==> config.mk <==
export PLATFORM = sky130hd
export DESIGN_NAME = font_loader
export DESIGN_NICKNAME = d
export VERILOG_FILES = /design/src/rtl/font_loader.sv
export SDC_FILE = /design/constraint.sdc
export NUM_CORES = 1
export LEC_CHECK = 0
export CAP_MARGIN = 30
export CORE_UTILIZATION = 35
export DETAILED_ROUTE_END_ITERATION = 8
export PLACE_DENSITY = 0.57
export SYNTH_ARGS = -nofsm -noshare
export SYNTH_HDL_FRONTEND = slang
export SYNTH_SLANG_ARGS = --single-unit
==> constraint.sdc <==
create_clock -name clk -period 2.3 [get_ports clk]
set_input_delay 0.575 -clock clk [delete_from_list [all_inputs] [get_ports clk]]
set_output_delay 0.575 -clock clk [all_outputs]
set_load 0.05 [all_outputs]
==> src/rtl/font_loader.sv <==
// Glyph-load command engine: parses a host byte stream and drives the
// active-low font memory write port, one row byte per accepted DATA byte.
module font_loader #(
  parameter int         ADDR_W    = 12,
  parameter int         ROW_W     = 4,
  parameter logic [7:0] CMD_GLYPH = 8'h01,
  parameter logic [7:0] CMD_RANGE = 8'h02
) (
  input  logic              clk,
  input  logic              nrst,
  input  logic              in_valid,
  input  logic [7:0]        in_data,
  output logic              in_ready,
  output logic              wr,
  output logic [ADDR_W-1:0] wr_addr,
  output logic [7:0]        wr_data,
  output logic              busy,
  output logic              done,
  output logic              err,
  output logic [2:0]        dbg_state
);

  localparam int CNT_W = ADDR_W + 1;
  localparam logic [CNT_W-1:0] GLYPH_CNT = CNT_W'(1 << ROW_W);
  localparam logic [CNT_W-1:0] FULL_CNT  = CNT_W'(1 << ADDR_W);

  typedef enum logic [2:0] {
    S_IDLE = 3'd0,
    S_GIDX = 3'd1,
    S_GCNT = 3'd2,
    S_DATA = 3'd3,
    S_DONE = 3'd4
  } state_t;

  state_t            state, state_next;
  logic [ADDR_W-1:0] addr;
  logic [CNT_W-1:0]  cnt;
  logic              range_mode;
  logic              accept;

  // Handshake: a byte moves on any rising edge where in_valid and in_ready
  // are both high; in_ready drops only during reset and the single DONE cycle.
  assign in_ready  = nrst & (state != S_DONE);
  assign accept    = in_valid & in_ready;
  assign busy      = (state != S_IDLE);
  assign done      = (state == S_DONE);
  assign dbg_state = state;

  always_comb begin
    state_next = state;
    case (state)
      S_IDLE: if (accept && (in_data == CMD_GLYPH || in_data == CMD_RANGE))
                state_next = S_GIDX;
      S_GIDX: if (accept) state_next = range_mode ? S_GCNT : S_DATA;
      S_GCNT: if (accept) state_next = S_DATA;
      S_DATA: if (accept && cnt == CNT_W'(1)) state_next = S_DONE;
      S_DONE: state_next = S_IDLE;
      default: state_next = S_IDLE;
    endcase
  end

  always_ff @(posedge clk) begin
    if (!nrst) begin
      state      <= S_IDLE;
      addr       <= '0;
      cnt        <= '0;
      range_mode <= 1'b0;
      wr         <= 1'b1;
      wr_addr    <= '0;
      wr_data    <= '0;
      err        <= 1'b0;
    end else begin
      state <= state_next;
      wr    <= 1'b1;
      err   <= 1'b0;
      if (accept) begin
        case (state)
          S_IDLE: begin
            if (in_data == CMD_GLYPH) begin
              cnt        <= GLYPH_CNT;
              range_mode <= 1'b0;
            end else if (in_data == CMD_RANGE) begin
              range_mode <= 1'b1;
            end else begin
              err <= 1'b1;
            end
          end
          S_GIDX: addr <= {in_data, {ROW_W{1'b0}}};
          // n == 0 encodes a full 256-glyph run, i.e. the whole memory.
          S_GCNT: cnt <= (in_data == 8'd0) ? FULL_CNT
                                           : CNT_W'({in_data, {ROW_W{1'b0}}});
          S_DATA: begin
            wr      <= 1'b0;
            wr_addr <= addr;
            wr_data <= in_data;
            addr    <= addr + ADDR_W'(1);
            cnt     <= cnt - CNT_W'(1);
          end
          default: ;
        endcase
      end
    end
  end

endmodule

## Yosys cells after proc, flatten, opt, wreduce, memory -nomap -nowiden

Cells that the tools add are included.

- Reduce and logical (&&, ||, !) cells: 16
- Multiplexer cells: 14
- Equal/unequal tests: 13
- Bitwise operators: 5
- Add/sub/neg operators: 2

Operators with widths:

| cell | count |
|---|---|
| $pmux 13 s3 | 1 |
| $mux 13 | 2 |
| $pmux 12 s2 | 1 |
| $eq 13x1->1 const B | 1 |
| $sub 13x1->13 const B | 1 |
| $add 12x1->12 const B | 1 |
| $mux 3 | 4 |
| $pmux 3 s4 | 1 |
| $ne 2x2->1 const B | 5 |
| $eq 8x1->1 const B | 1 |
| $eq 8x2->1 const B | 1 |
| $logic_not 8->1 | 1 |
| $eq 3x2->1 const B | 2 |
| $reduce_and 2->1 | 3 |
| $reduce_and 3->1 | 2 |
| $reduce_bool 3->1 | 2 |
| $mux 1 | 5 |
| $reduce_and 4->1 | 1 |
| $reduce_bool 2->1 | 2 |
| $reduce_or 4->1 | 1 |
| $eq 3x1->1 const B | 1 |
| $eq 3x3->1 const B | 1 |
| $logic_not 3->1 | 1 |
| $ne 3x3->1 const B | 1 |
| 4 further kinds | 8 |

- Logic and storage cells: 58
- Input bits: 11
- Output and inout bits: 28
- Flip-flop bits (word level): 51

## Depth between registers and ports, before layout

- Depth after elaboration: 6
- Depth in mapped cells: 7
- Depth with buffers taken out: 5

## Least setup slack after synthesis

No wires, ideal clock.

- Path type: reg-to-output
- Start point: reg state[2] (netlist: dbg_state[2])
- End point: out in_ready
- Required time: 1725 ps
- Setup slack: -1065 ps
- Buffers on the path: 1
- Stages on the path, launching flop included: 4
- Data arrival time: 2790 ps
- Cells stage by stage: dfxtp_1 -> clkbuf_1 -> nor3b_1 -> nor2_1

- Word-level cells in the longest chain between the ends: 2

RTL lines:

| item | line | source |
|---|---|---|
| from (decl) | 35 | `state_t state, state_next;` |
| from (signal assigned) | 73 | `state <= state_next;` |
| $ne 3x3->1 | 43 | `assign in_ready = nrst & (state != S_DONE);` |
| $and 1x1->1 | 43 |  |
| to (decl) | 13 | `output logic in_ready,` |

No other way between the ends.

## Worst setup path in the final report

- Start point: in in_data[3]
- End point: reg state[2] (netlist: dbg_state[2])

- Word-level cells in the longest chain between the ends: 5

RTL lines:

| item | line | source |
|---|---|---|
| from (decl) | 12 | `input logic [7:0] in_data,` |
| $eq 8x1->1 or $eq 8x2->1 (tied branches) | 52 | `S_IDLE: if (accept && (in_data == CMD_GLYPH \|\| in_data == CMD_RANGE))` |
| $logic_or 1x1->1 * | 52 |  |
| $logic_and 1x1->1 * | 52 |  |
| $ne 2x2->1 (no source line) * | - |  |
| $reduce_and 4->1 (no source line) * | - |  |

Mark *: on every way between the ends. The rest lies on a longest branch, timed or not.
A chain may end at the register's enable or synchronous reset.

==> results.rst <==
.. list-table::
   :header-rows: 1

   * - Metric
     - Value
   * - Total power density per cell area
     - 496 nW/um^2
   * - Share of the synthesized area in the top cell type
     - 0.400
   * - DR vias
     - roughly 2,600
   * - Hold Path Class
     - reg2reg
   * - Post-Syn Area
     - approximately 2600 sq um
   * - Cell-internal power
     - between 1 and 1.5 mW
   * - CTS Buf Count
     - 5
   * - Number of enable-type register cells in the synthesized netlist
     - 0
   * - Antenna-violating nets left
     - 0
   * - Number of top-level design ports
     - 39
   * - Post-DR vias/cell
     - 5.52
   * - Number of standard-cell rows in the floorplan
     - 30
   * - Max Clock Freq
     - roughly 0.44 GHz
   * - Post-cts resize count
     - 0
   * - Count of input and output buffers
     - 38
   * - TritonCTS clock tree
     - done
   * - Category of the critical setup timing path
     - in2reg
   * - Clock Tree Root
     - clkbuf_8
   * - Ranking of synthesized cells by area
     - dfxtp_1 40%, a21oi_1 8.2%, nand2_1 8.1%
   * - Seq/Total Area, Yosys
     - 0.400
   * - Die area
     - approximately 7600 sq um
   * - Critical path data required time
     - between 2 and 3 ns
   * - Avg Inst Size Synth
     - around 7.9 sq um
   * - Routability congestion estimate from global placement
     - 0.851
   * - Antenna violations before repair
     - 0
   * - Inserted Diodes
     - 0
   * - Register-to-register path setup slack
     - ~0.34 ns
   * - Via count of the first global-routing pass
     - roughly 2,400
   * - Maximum clock path buffer count
     - 2
   * - Final period util
     - 0.981
   * - Largest fanout on the critical path
     - 5
   * - Total number of nets in the final design
     - between 300 and 400
   * - Initial Util
     - 0.370
   * - Final standard cell area without fillers
     - around 3400 sq um
   * - Worst slew margin
     - 0.654
   * - Average routed wire per standard cell
     - around 16 um
   * - Largest area contributor in the synthesized netlist
     - dfxtp_1
   * - Starting DRT DRC Count
     - between 150 and 200
   * - #FFs+latches synth
     - 51
   * - Die Height
     - ~90 um
   * - Peak supply drop
     - 231 uV
   * - Status
     - complete, no violations
   * - Skew-Pair Late Insertion Delay
     - approximately 0.31 ns
   * - Detailed-placement wirelength estimate
     - 5280 um
   * - Hold slack
     - 0.459 ns
   * - Critical R2R Launch
     - dbg_state[2]
   * - Final Hold Vio Count
     - 0
   * - Number of optimization iterations in the first detailed-route pass
     - 4
   * - DRC viols
     - 0
   * - Placeable Area
     - 6910 sq um
   * - Number of H-tree levels
     - 2
   * - # Max-Cap Violations
     - 0
   * - Combinational share of power
     - 0.071
   * - Clock network fraction of design power
     - 0.405
   * - Number of cells produced by synthesis
     - around 320
   * - Sum of internal, switching and leakage power
     - around 1.7 mW
   * - Cell with the most instances after synthesis
     - nand2_1
   * - Fraction of power spent switching nets
     - 0.233
   * - Non-Filler Instances
     - 479
   * - Sinks on the clock net
     - approximately 50
   * - Number of buffers inserted by hold repair at cts
     - 0
   * - Synth unique cells
     - 55
   * - Register Area
     - between 1000 and 1500 sq um
   * - All-Layer GR Usage
     - 0.211
   * - Routed Wire Length
     - 7540 um
   * - Floorplan die width
     - between 80 and 90 um
   * - Setup TNS
     - 0 ns
   * - Share of power burned in registers
     - 0.524
   * - Async S/R FF share, synth
     - 0
   * - Endpoint of the worst register-to-register path
     - cnt[6]
   * - RSZ-0062 raised after global routing
     - false
   * - Launch point of the worst path
     - in_data[3]
   * - Final Slew Violations
     - 0
   * - Total of endpoints with negative setup slack in the final report
     - 0
   * - Cell Area, Placed
     - roughly 3300 sq um
   * - Global-route wire length before repair
     - 12,300 um
   * - Number of cells on the worst reg-to-reg path
     - 6
   * - Final clock skew
     - 0.0104 ns
   * - Fin crit period
     - 2.26 ns
   * - Launching element type of the critical path
     - primary input
   * - Filler cell count
     - just over 700
   * - Area growth from synthesis to layout
     - 33.4%
   * - Capturing element type of the critical path
     - flop
   * - Fraction of layout cells with a size suffix above 1
     - 0.175
   * - Leading post-synthesis cells by instance count
     - 55 x nand2_1, 51 x dfxtp_1, 42 x a21oi_1
   * - Slew at the pin closest to its max-slew limit
     - 0.517 ns
   * - Switching power total
     - ~0.39 mW
   * - Clock transition at the registers of the reported paths
     - 0.10 ns
   * - Most common flop cell mapped by yosys
     - dfxtp_1
   * - Total overflow reported by the global router
     - 0
   * - CP endpoint
     - dbg_state[2]
   * - Number of warning messages in the yosys log
     - 0
   * - Maximum number of pins on one net before global-route repair
     - 34
   * - Postcts setup bufs
     - 0
   * - Arrival time of data at the critical path endpoint
     - around 2.5 ns
   * - Net count of the mapped netlist
     - around 340
   * - Placed instance count
     - ~470
   * - Combined area of the multi-input logic cells
     - 1420 sq um
   * - Static power due to leakage
     - around 1.1 nW
area by class of cell:
type                       count  area share
sequential                    51       0.300
tap                           96      0.0353
multi-input combinational    236       0.417
clock inverter                 2      0.0114
inverter                      12      0.0132
clock buffer                   6      0.0242
timing repair buffer          76       0.199
sequential cells by signal, indices dropped and copies added, names as in the netlist:
register,flops
addr,12
cnt,13
dbg_state,3
err,1
range_mode,1
wr,1
wr_addr,12
wr_data,8
critical path: stages:
cell,delay [ns]
clkdlybuf4s50_1,0.54
or4_4,0.53
or4_4,0.50
a21oi_2,0.16
nor4b_2,0.19
power groups by stage:
stage,Sequential (mW),Clock (mW),Combinational (mW)
4_1_cts,0.885,0.704,0.119
5_1_grt,0.885,0.742,0.128
6_report,0.885,0.685,0.120
3_3_place_gp,0.905,0,0.118
3_5_place_dp,0.905,0,0.118
2_1_floorplan,0.909,0,0.0419
how the worst min path moves through the flow:
| stage | start | to | slack, ns | depth (start not counted) |
|---|---|---|---|---|
| after floorplan | addr[10] | wr_addr[10] | 0.44 | 2 |
| after global placement | wr_addr[0] | wr_addr[0] | 0.44 | 2 |
| after detailed placement | wr_addr[3] | wr_addr[3] | 0.45 | 2 |
| after CTS | wr_addr[10] | wr_addr[10] | 0.46 | 2 |
| after global routing | wr_data[1] | wr_data[1] | 0.48 | 2 |
| final | wr_addr[2] | wr_addr[2] | 0.46 | 2 |
metrics by stage:
stage               setup slack (ns)  utilization
floorplan                     0.0866            -
global placement              -0.268        0.474
detailed placement            -0.266        0.474
CTS                           0.0563        0.491
global route                0.000610        0.493
finish                        0.0430        0.493
cells in the final DEF, fill, tap and decap left out, types with 2 or more instances in the layout:
cell             count
a211oi_1             4
a21oi_1             42
a221oi_1             2
a22o_1               2
a22oi_1              2
a311oi_1             2
a31oi_1              4
a32o_1               2
a32oi_1              3
a41oi_1              3
and2_1               4
and3_1               3
buf_12               2
buf_4               41
clkbuf_8             6
clkdlybuf4s50_1     33
dfxtp_1             50
ha_1                 3
inv_1               11
nand2_1             55
nand2b_1             2
nand3_1              5
nand3b_1             4
nand4_1              2
nor2_1              14
nor3_1              11
nor4_1               3
nor4b_2              2
o21a_1               4
o21ai_0             15
o221a_2              3
o22ai_1              2
o311ai_0             7
o41ai_1              2
or3_1                2
or4_1                4
or4_4                2
xnor2_1              2
metal layers:
layer | global-route usage | vias up | wire length, um
met4 | 0.0656 | 0 | 86
met5 | 0 | - | 0
li1 | - | 1309 | -
met2 | 0.326 | 82 | 3320
met1 | 0.298 | 1246 | 3720
met3 | 0.0370 | 9 | 417
cells by family after synthesis:
group | Yosys count | share of synthesized area
simple gates | 124 | 0.246
compound gates | 105 | 0.269
flops | 51 | 0.400
buf+inv | 36 | 0.0544
fa+ha+maj | 3 | 0.0147
xor+xnor | 2 | 0.00686
mux | 2 | 0.00833
No activity file was read; power rests on OpenSTA's default activity.
